$ cat src/rtl/regfile_mp_pkg.sv
// ============================================================================
// Module      : regfile_mp_pkg
// Description : Shared CPU defaults, lane width and clog2 helper for regfile_mp.
// Revision    : 1.0 - initial release
// ============================================================================
`default_nettype none

package regfile_mp_pkg;

  localparam int CPU_WORD  = 16;
  localparam int CPU_NREGS = 16;
  localparam int LANE_W    = 8;

  function automatic int clog2(input int value);
    int r;
    r = 0;
    while ((1 << r) < value) r++;
    return r;
  endfunction

endpackage

`default_nettype wire

$ cat src/rtl/regfile_mp_rdport.sv
// ============================================================================
// Module      : regfile_mp_rdport
// Description : One combinational read port with ready flag; write-data bypass
//               merge when REGFILE_BYPASS_EN is defined.
// Revision    : 1.0 - initial release
// ============================================================================
`default_nettype none

module regfile_mp_rdport
  import regfile_mp_pkg::*;
#(
  parameter  int WIDTH = CPU_WORD,
  parameter  int NREGS = CPU_NREGS,
  localparam int AW    = clog2(NREGS),
  localparam int NB    = WIDTH / LANE_W
) (
  input  logic [WIDTH-1:0] regs [NREGS],
  input  logic [NREGS-1:0] pend,
  input  logic [AW-1:0]    addr,
  input  logic             wr_ok,
  input  logic [AW-1:0]    wr_addr,
  input  logic [NB-1:0]    wr_be,
  input  logic [WIDTH-1:0] wr_data,
  output logic [WIDTH-1:0] data,
  output logic             ready
);

  localparam logic [AW:0] c_nregs = (AW + 1)'(NREGS);

  logic             w_in_range;
  logic [WIDTH-1:0] w_stored;
  logic             w_pend;

  assign w_in_range = {1'b0, addr} < c_nregs;

  always_comb begin
    w_stored = '0;
    w_pend   = 1'b0;
    if (w_in_range) begin
      w_stored = regs[addr];
      w_pend   = pend[addr];
    end
  end

`ifdef REGFILE_BYPASS_EN
  logic w_hit;

  // wr_ok already excludes out-of-range and hard-wired r0 targets
  assign w_hit = wr_ok && (addr == wr_addr);

  always_comb begin
    data = w_stored;
    if (w_hit) begin
      for (int b = 0; b < NB; b++) begin
        if (wr_be[b]) data[b*LANE_W +: LANE_W] = wr_data[b*LANE_W +: LANE_W];
      end
    end
  end

  assign ready = !w_pend || w_hit;
`else
  logic w_unused;

  assign w_unused = ^{wr_ok, wr_addr, wr_be, wr_data};
  assign data     = w_stored;
  assign ready    = !w_pend;
`endif

endmodule

`default_nettype wire

$ cat src/rtl/regfile_mp.sv
// ============================================================================
// Module      : regfile_mp
// Description : Multi-port byte-lane register file with per-register pending
//               scoreboard. Optional REGFILE_BYPASS_EN forwards write data.
// Revision    : 1.0 - initial release
// ============================================================================
`default_nettype none

module regfile_mp
  import regfile_mp_pkg::*;
#(
  parameter  int WIDTH   = CPU_WORD,
  parameter  int NREGS   = CPU_NREGS,
  parameter  int NREAD   = 3,
  parameter  int ZERO_R0 = 0,
  localparam int AW      = clog2(NREGS),
  localparam int CW      = clog2(NREGS + 1),
  localparam int NB      = WIDTH / LANE_W
) (
  input  logic                   clk,
  input  logic                   reset,
  input  logic [NREAD*AW-1:0]    rd_addr,
  output logic [NREAD*WIDTH-1:0] rd_data,
  output logic [NREAD-1:0]       rd_ready,
  input  logic                   wr_en,
  input  logic [AW-1:0]          wr_addr,
  input  logic [NB-1:0]          wr_be,
  input  logic [WIDTH-1:0]       wr_data,
  input  logic                   iss_en,
  input  logic [AW-1:0]          iss_addr,
  output logic                   iss_ok,
  output logic [CW-1:0]          busy_cnt
);

  localparam logic [AW:0]   c_nregs = (AW + 1)'(NREGS);
  localparam logic [CW-1:0] c_max   = CW'(NREGS);

  logic [WIDTH-1:0] r_regs [NREGS];
  logic [NREGS-1:0] r_pend;
  logic [NREGS-1:0] w_pend_nxt;
  logic [CW-1:0]    r_busy;

  logic w_wr_in, w_wr_zero, w_wr_ok, w_wr_clr;
  logic w_iss_in, w_iss_zero, w_iss_acc;

  assign w_wr_in    = {1'b0, wr_addr} < c_nregs;
  assign w_wr_zero  = (ZERO_R0 != 0) && (wr_addr == '0);
  assign w_wr_ok    = wr_en && w_wr_in && !w_wr_zero;
  assign w_wr_clr   = w_wr_ok && r_pend[wr_addr];

  // A hard-wired r0 always reports free but never takes a reservation
  assign w_iss_in   = {1'b0, iss_addr} < c_nregs;
  assign w_iss_zero = (ZERO_R0 != 0) && (iss_addr == '0);
  assign iss_ok     = w_iss_in && (w_iss_zero || !r_pend[iss_addr]);
  assign w_iss_acc  = iss_en && iss_ok && !w_iss_zero;

  always_comb begin
    w_pend_nxt = r_pend;
    if (w_wr_ok)   w_pend_nxt[wr_addr]  = 1'b0;
    if (w_iss_acc) w_pend_nxt[iss_addr] = 1'b1;
  end

  always_ff @(posedge clk) begin
    if (reset) begin
      for (int i = 0; i < NREGS; i++) r_regs[i] <= '0;
      r_pend <= '0;
      r_busy <= '0;
    end else begin
      if (w_wr_ok) begin
        for (int b = 0; b < NB; b++) begin
          if (wr_be[b]) r_regs[wr_addr][b*LANE_W +: LANE_W] <= wr_data[b*LANE_W +: LANE_W];
        end
      end
      r_pend <= w_pend_nxt;
      // Simultaneous reserve and release cancel out
      if (w_iss_acc && !w_wr_clr && (r_busy != c_max))
        r_busy <= r_busy + CW'(1);
      else if (w_wr_clr && !w_iss_acc && (r_busy != '0))
        r_busy <= r_busy - CW'(1);
    end
  end

  assign busy_cnt = r_busy;

  generate
    for (genvar p = 0; p < NREAD; p++) begin : g_rdport
      regfile_mp_rdport #(
        .WIDTH (WIDTH),
        .NREGS (NREGS)
      ) u_rdport (
        .regs    (r_regs),
        .pend    (r_pend),
        .addr    (rd_addr[p*AW +: AW]),
        .wr_ok   (w_wr_ok),
        .wr_addr (wr_addr),
        .wr_be   (wr_be),
        .wr_data (wr_data),
        .data    (rd_data[p*WIDTH +: WIDTH]),
        .ready   (rd_ready[p])
      );
    end
  endgenerate

endmodule

`default_nettype wire

$ cat config.mk
export PLATFORM = sky130hd
export DESIGN_NAME = regfile_mp
export DESIGN_NICKNAME = d
export VERILOG_FILES = /design/src/rtl/regfile_mp_pkg.sv /design/src/rtl/regfile_mp_rdport.sv /design/src/rtl/regfile_mp.sv
export SDC_FILE = /design/constraint.sdc
export NUM_CORES = 1
export LEC_CHECK = 0
export ABC_CLOCK_PERIOD_IN_PS = 5000
export BUFFER_PORTS_ARGS = -buffer_cell sky130_fd_sc_hd__buf_4
export CAP_MARGIN = 10
export CORE_ASPECT_RATIO = 1.1
export CORE_MARGIN = 4
export CORE_UTILIZATION = 56
export DETAILED_ROUTE_END_ITERATION = 6
export MAX_ROUTING_LAYER = met4
export PLACE_DENSITY_LB_ADDON = 0.3
export SKIP_CTS_REPAIR_TIMING = 1
export SYNTH_ARGS = -nofsm -noshare
export SYNTH_HDL_FRONTEND = slang
export SYNTH_SLANG_ARGS = --single-unit
$ cat constraint.sdc
create_clock -name clk -period 5 [get_ports clk]
set_clock_uncertainty 0.2 [all_clocks]
set_input_delay 1.5 -clock clk [delete_from_list [all_inputs] [get_ports clk]]
set_output_delay 1.5 -clock clk [all_outputs]
set_load 0.05 [all_outputs]
# Word-level counts from Yosys, hierarchy flattened
# Cells that the tools add are included.
# W data, S select, Z words.
# totals
regBits	277
wordCells	94
output_inout_bits	57
input_bits	42
# classes
n_eq_ne	1
muxes	37
reduce_logical	17
bitwise_logic	7
n_lt_le_gt_ge	12
n_addsub	2
# op_table
operator	n
$mux W256	4
$bwmux W256	2
$bmux W16 S4	3
$mux W16	9
$demux W16 S4	2
$lt A4 B5 Y1 const B	5
$bmux W1 S4	5
$ge A5 B5 Y1 const B	4
$not A4 Y5	4
$and A16 B16 Y16	1
$not A16 Y16	1
$or A16 B16 Y16	1
$mux W5	2
$logic_and A1 B1 Y1	9
$demux W1 S4	2
$ge A4 B1 Y1 const B	2
$mux W8	1
$mux W1	7
$logic_not A1 Y1	6
$add A5 B1 Y5 const B	1
$lt A5 B1 Y1 const B	1
$ne A5 B5 Y1 const B	1
$reduce_bool A5 Y1	1
$sub A5 B1 Y5 const B	1
$reduce_bool A2 Y1	1

# Logic depth before layout (Yosys ltp)
# logic_depth
ltp_word	11
mapped_depth	12

# Cells and area by module
# A second synthesis with hierarchy kept.
# unflattened
hier_cells	1788
area_unflattened_um2	16881.2
# by_module_without_submodules
module	cells_per_inst	area_each_um2	instances
regfile_mp	1350	10721.5	1
regfile_mp_rdport	146	2053.2	3

# Least setup slack after synthesis
# Ideal clock, no wire load.
# synth_timing
path_type	input to output
startpoint	in rd_addr[0]
endpoint	out rd_data[0]
path_stages	5
path_buffers	3
setup_slack_ps	-369
arrival_time_ps	3669
cell_sequence	clkbuf_1 buf_1 buf_2 mux4_2 mux4_2
# synth_via
elab_chain_cells	4
# synth_rtl
element	line	text
start: declaration	regfile_mp.sv:22	input logic [NREAD*AW-1:0] rd_addr,
$not A4 Y5 (not written as such)	regfile_mp_rdport.sv:40	w_stored = regs[addr];
$bmux W16 S4	regfile_mp_rdport.sv:40	
$mux W16 (not written as such) (2 in series)	regfile_mp_rdport.sv:40	
end: declaration	regfile_mp.sv:23	output logic [NREAD*WIDTH-1:0] rd_data,
# Every way passes these cells. The select of a mux whose other input is x is not followed.

# Worst setup path after layout
# layout_timing
startpoint	in rd_addr[0]
endpoint	out rd_data[7]
# Same word-level chain as after synthesis.

==> results.yml <==
clock_tree:
  cts-root-buf: "clkbuf_16"
  cts_buffers: 29
  clk_latency_ns: 0.56
  cts_max_level: 1
  clock_sinks: 277
  clkSlewWorstSetupHoldPaths_ns: 0.06
  clockBufferDepth: 3
  tritoncts: "yes"
hold_path:
  worst_hold_path.endpoint: "r_regs[24]$_SDFFE_PP0P_"
  hold_path_depth: 2
  min-delay-start: "r_regs[24]$_SDFFE_PP0P_"
  min_path_type: "reg2reg"
floorplan:
  rows: 65
  die_area_um2: 32500
  chipHeight_um: 189
  die_x_um: 172
  pin_count: 99
  start_util_pct: 57.4
  fp.coreArea_um2: 29000
sta:
  period_share_pct: 99.1
  period_needed_ns: 4.96
  report.final.slew_viol_count: 0
  tightest_slew_ns: 0.973
  rsz0062_at_grt: "false"
  setup_tns_ns: 0
  max_slew_margin_pct: 35.1
  clock.fmax_ghz: 0.202
  setup_viol: 0
  setup_ws_ns: 0.0429
  hold_viol: 0
setup_path:
  cp_data_arrival_time_ns: 3.26
  r2r-start: "r_pend[6]$_SDFF_PP0_"
  rrSetupSlack_ns: 1.58
  cp.required_ns: 3.30
  critical_path.max_fanout: 21
  setup.worst_path.end_class: "primary output"
  r2r_end: "busy_cnt[4]$_SDFFE_PP0P_"
  ff2ff_path_depth: 11
  critPathKind: "in2out"
  worst_setup_path_start_kind: "input pin"
synth:
  synth-async-reset-ratio_pct: 0
  synthCells: 1655
  synth_nets: 1701
  ys.flop_type: "dfxtp_1"
  yosysSeqAreaShare_pct: 33.4
  syn_area_um2: 16600
  ys_seq_elements: 277
  ys_types: 43
  synth_edf_count: 0
  ys_warn_count: 0
  synth_area_per_cell_um2: 10.0
final_layout:
  fin_cells: 2045
  area_delta_synth_final_pct: 13.1
  layout_common_cells: "nand2_1 (301), dfxtp_1 (277), a21oi_1 (275)"
  drive_gt1_share_pct: 29.4
  final_util_pct: 64.9
  layout_commonest_cell: "nand2_1"
  fin_nets: 1699
  num-fill-cells: 2257
run:
  cap_violations: 0
placement:
  io_buffer_count: 98
  place_hpwl_um: 38200
  numPlacedInstances: 1990
  preCtsSetupSlack_ns: 0.0682
  globalplace.congestion: 0.954
global_routing:
  grt_max_degree: 120
  use_met2_pct: 52.3
  overflow: 0
  grt_use_met3_pct: 7.93
  grt_usage_pct: 36.6
  grt_pass1_vias: 14300
  grt_antenna_before_repair: 1
  grt_first_pass_wirelength_um: 87900
  met1_usage_pct: 50.1
  global_route.peak_usage_layer: "met2"
detailed_routing:
  routed_wl_um: 58000
  route.detailed.drc: 0
  ant_nets: 0
  wire_per_inst_um: 28.4
  drt_iter0_drc: 2700
  vias_per_cell: 7.38
  firstDrtPassIters: 6
  vias: 15100
pwr:
  power_density_nw_per_um2: 275
  irDropWorstVdd_mv: 0.258
  leakage_nw: 6.09
  report.power.total_mw: 5.16
run_status:
  status: "complete, no violations"
-- synthesized netlist by cell type, drive strengths merged, types with 3 or more instances --
cell type,instances,area share [%]
nand2,301,6.8
dfxtp,277,33
a21oi,275,8.3
mux4,261,35
nand3,259,7.8
clkbuf,136,3.1
buf,48,1.3
nor2,20,0.45
o21ai,14,0.42
nor2b,8,0.30
inv,7,0.16
nor3,6,0.21
mux2,5,0.36
mux2i,5,0.30
ha,3,0.23
nand2b,3,0.11
nor3b,3,0.23
-- flip-flops by register name, summed over array words and instances (netlist names) --
signal,count
busy_cnt,5
r_pend,16
r_regs,256
-- metrics by stage --
stage               hold slack, ns  area (µm²)
floorplan                    0.253       16700
global placement             0.261       17800
detailed placement           0.271       17800
CTS                          0.280       18800
global route                 0.292       18800
finish                       0.281       18800
-- area by class of cell --
class                      count  area, µm²  area share [%]
multi-input combinational   1187      10400            55.2
sequential                   277       5550            29.5
timing repair buffer         151       1390            7.40
clock buffer                  38        840            4.47
tap                          368        460            2.45
clock inverter                16        145           0.773
inverter                       7       26.3           0.140
antenna                        1       2.50          0.0133
-- critical path, stage by stage --
cell	delay, ns
buf_4	0.19
buf_12	0.23
mux4_2	0.53
mux4_2	0.56
buf_4	0.23
-- kinds of logic after synthesis --
logic type / count (synthesis) / synth area share, %
AOI/OAI and AO/OA: 301 / 9.38
xor gates and xnor gates: 2 / 0.105
adders and majority gates: 4 / 0.346
buffers and inverters: 191 / 4.49
DFF: 277 / 33.4
muxes: 271 / 36.0
and+or+nand+nor: 609 / 16.3
-- worst max path at each step --
stage / startpoint / endpoint / slack (ns)
global placement: rd_addr[0] / rd_data[7] / 0.07
finish: rd_addr[0] / rd_data[7] / 0.04
floorplan: rd_addr[9] / rd_ready[2] / 0.03
CTS: rd_addr[0] / rd_data[7] / 0.06
detailed placement: rd_addr[0] / rd_data[7] / 0.07
global route: rd_addr[0] / rd_data[7] / 0.02
-- where the power goes --
part	leakage (nW)	switching, mW	internal, mW	total (mW)
registers	2.23	0.0333	2.23	2.26
clock network	0.489	0.964	1.28	2.25
logic	3.37	0.408	0.239	0.647
-- layer usage --
layer / vias up / routed length [µm] / part of all wire [%]
li1: 6226 / - / -
met1: 7316 / 20200 / 35
met2: 1256 / 25900 / 45
met3: 294 / 8160 / 14
met4: 0 / 3780 / 6.5
met5: - / 0 / 0
(Power assumes the default switching activity.)
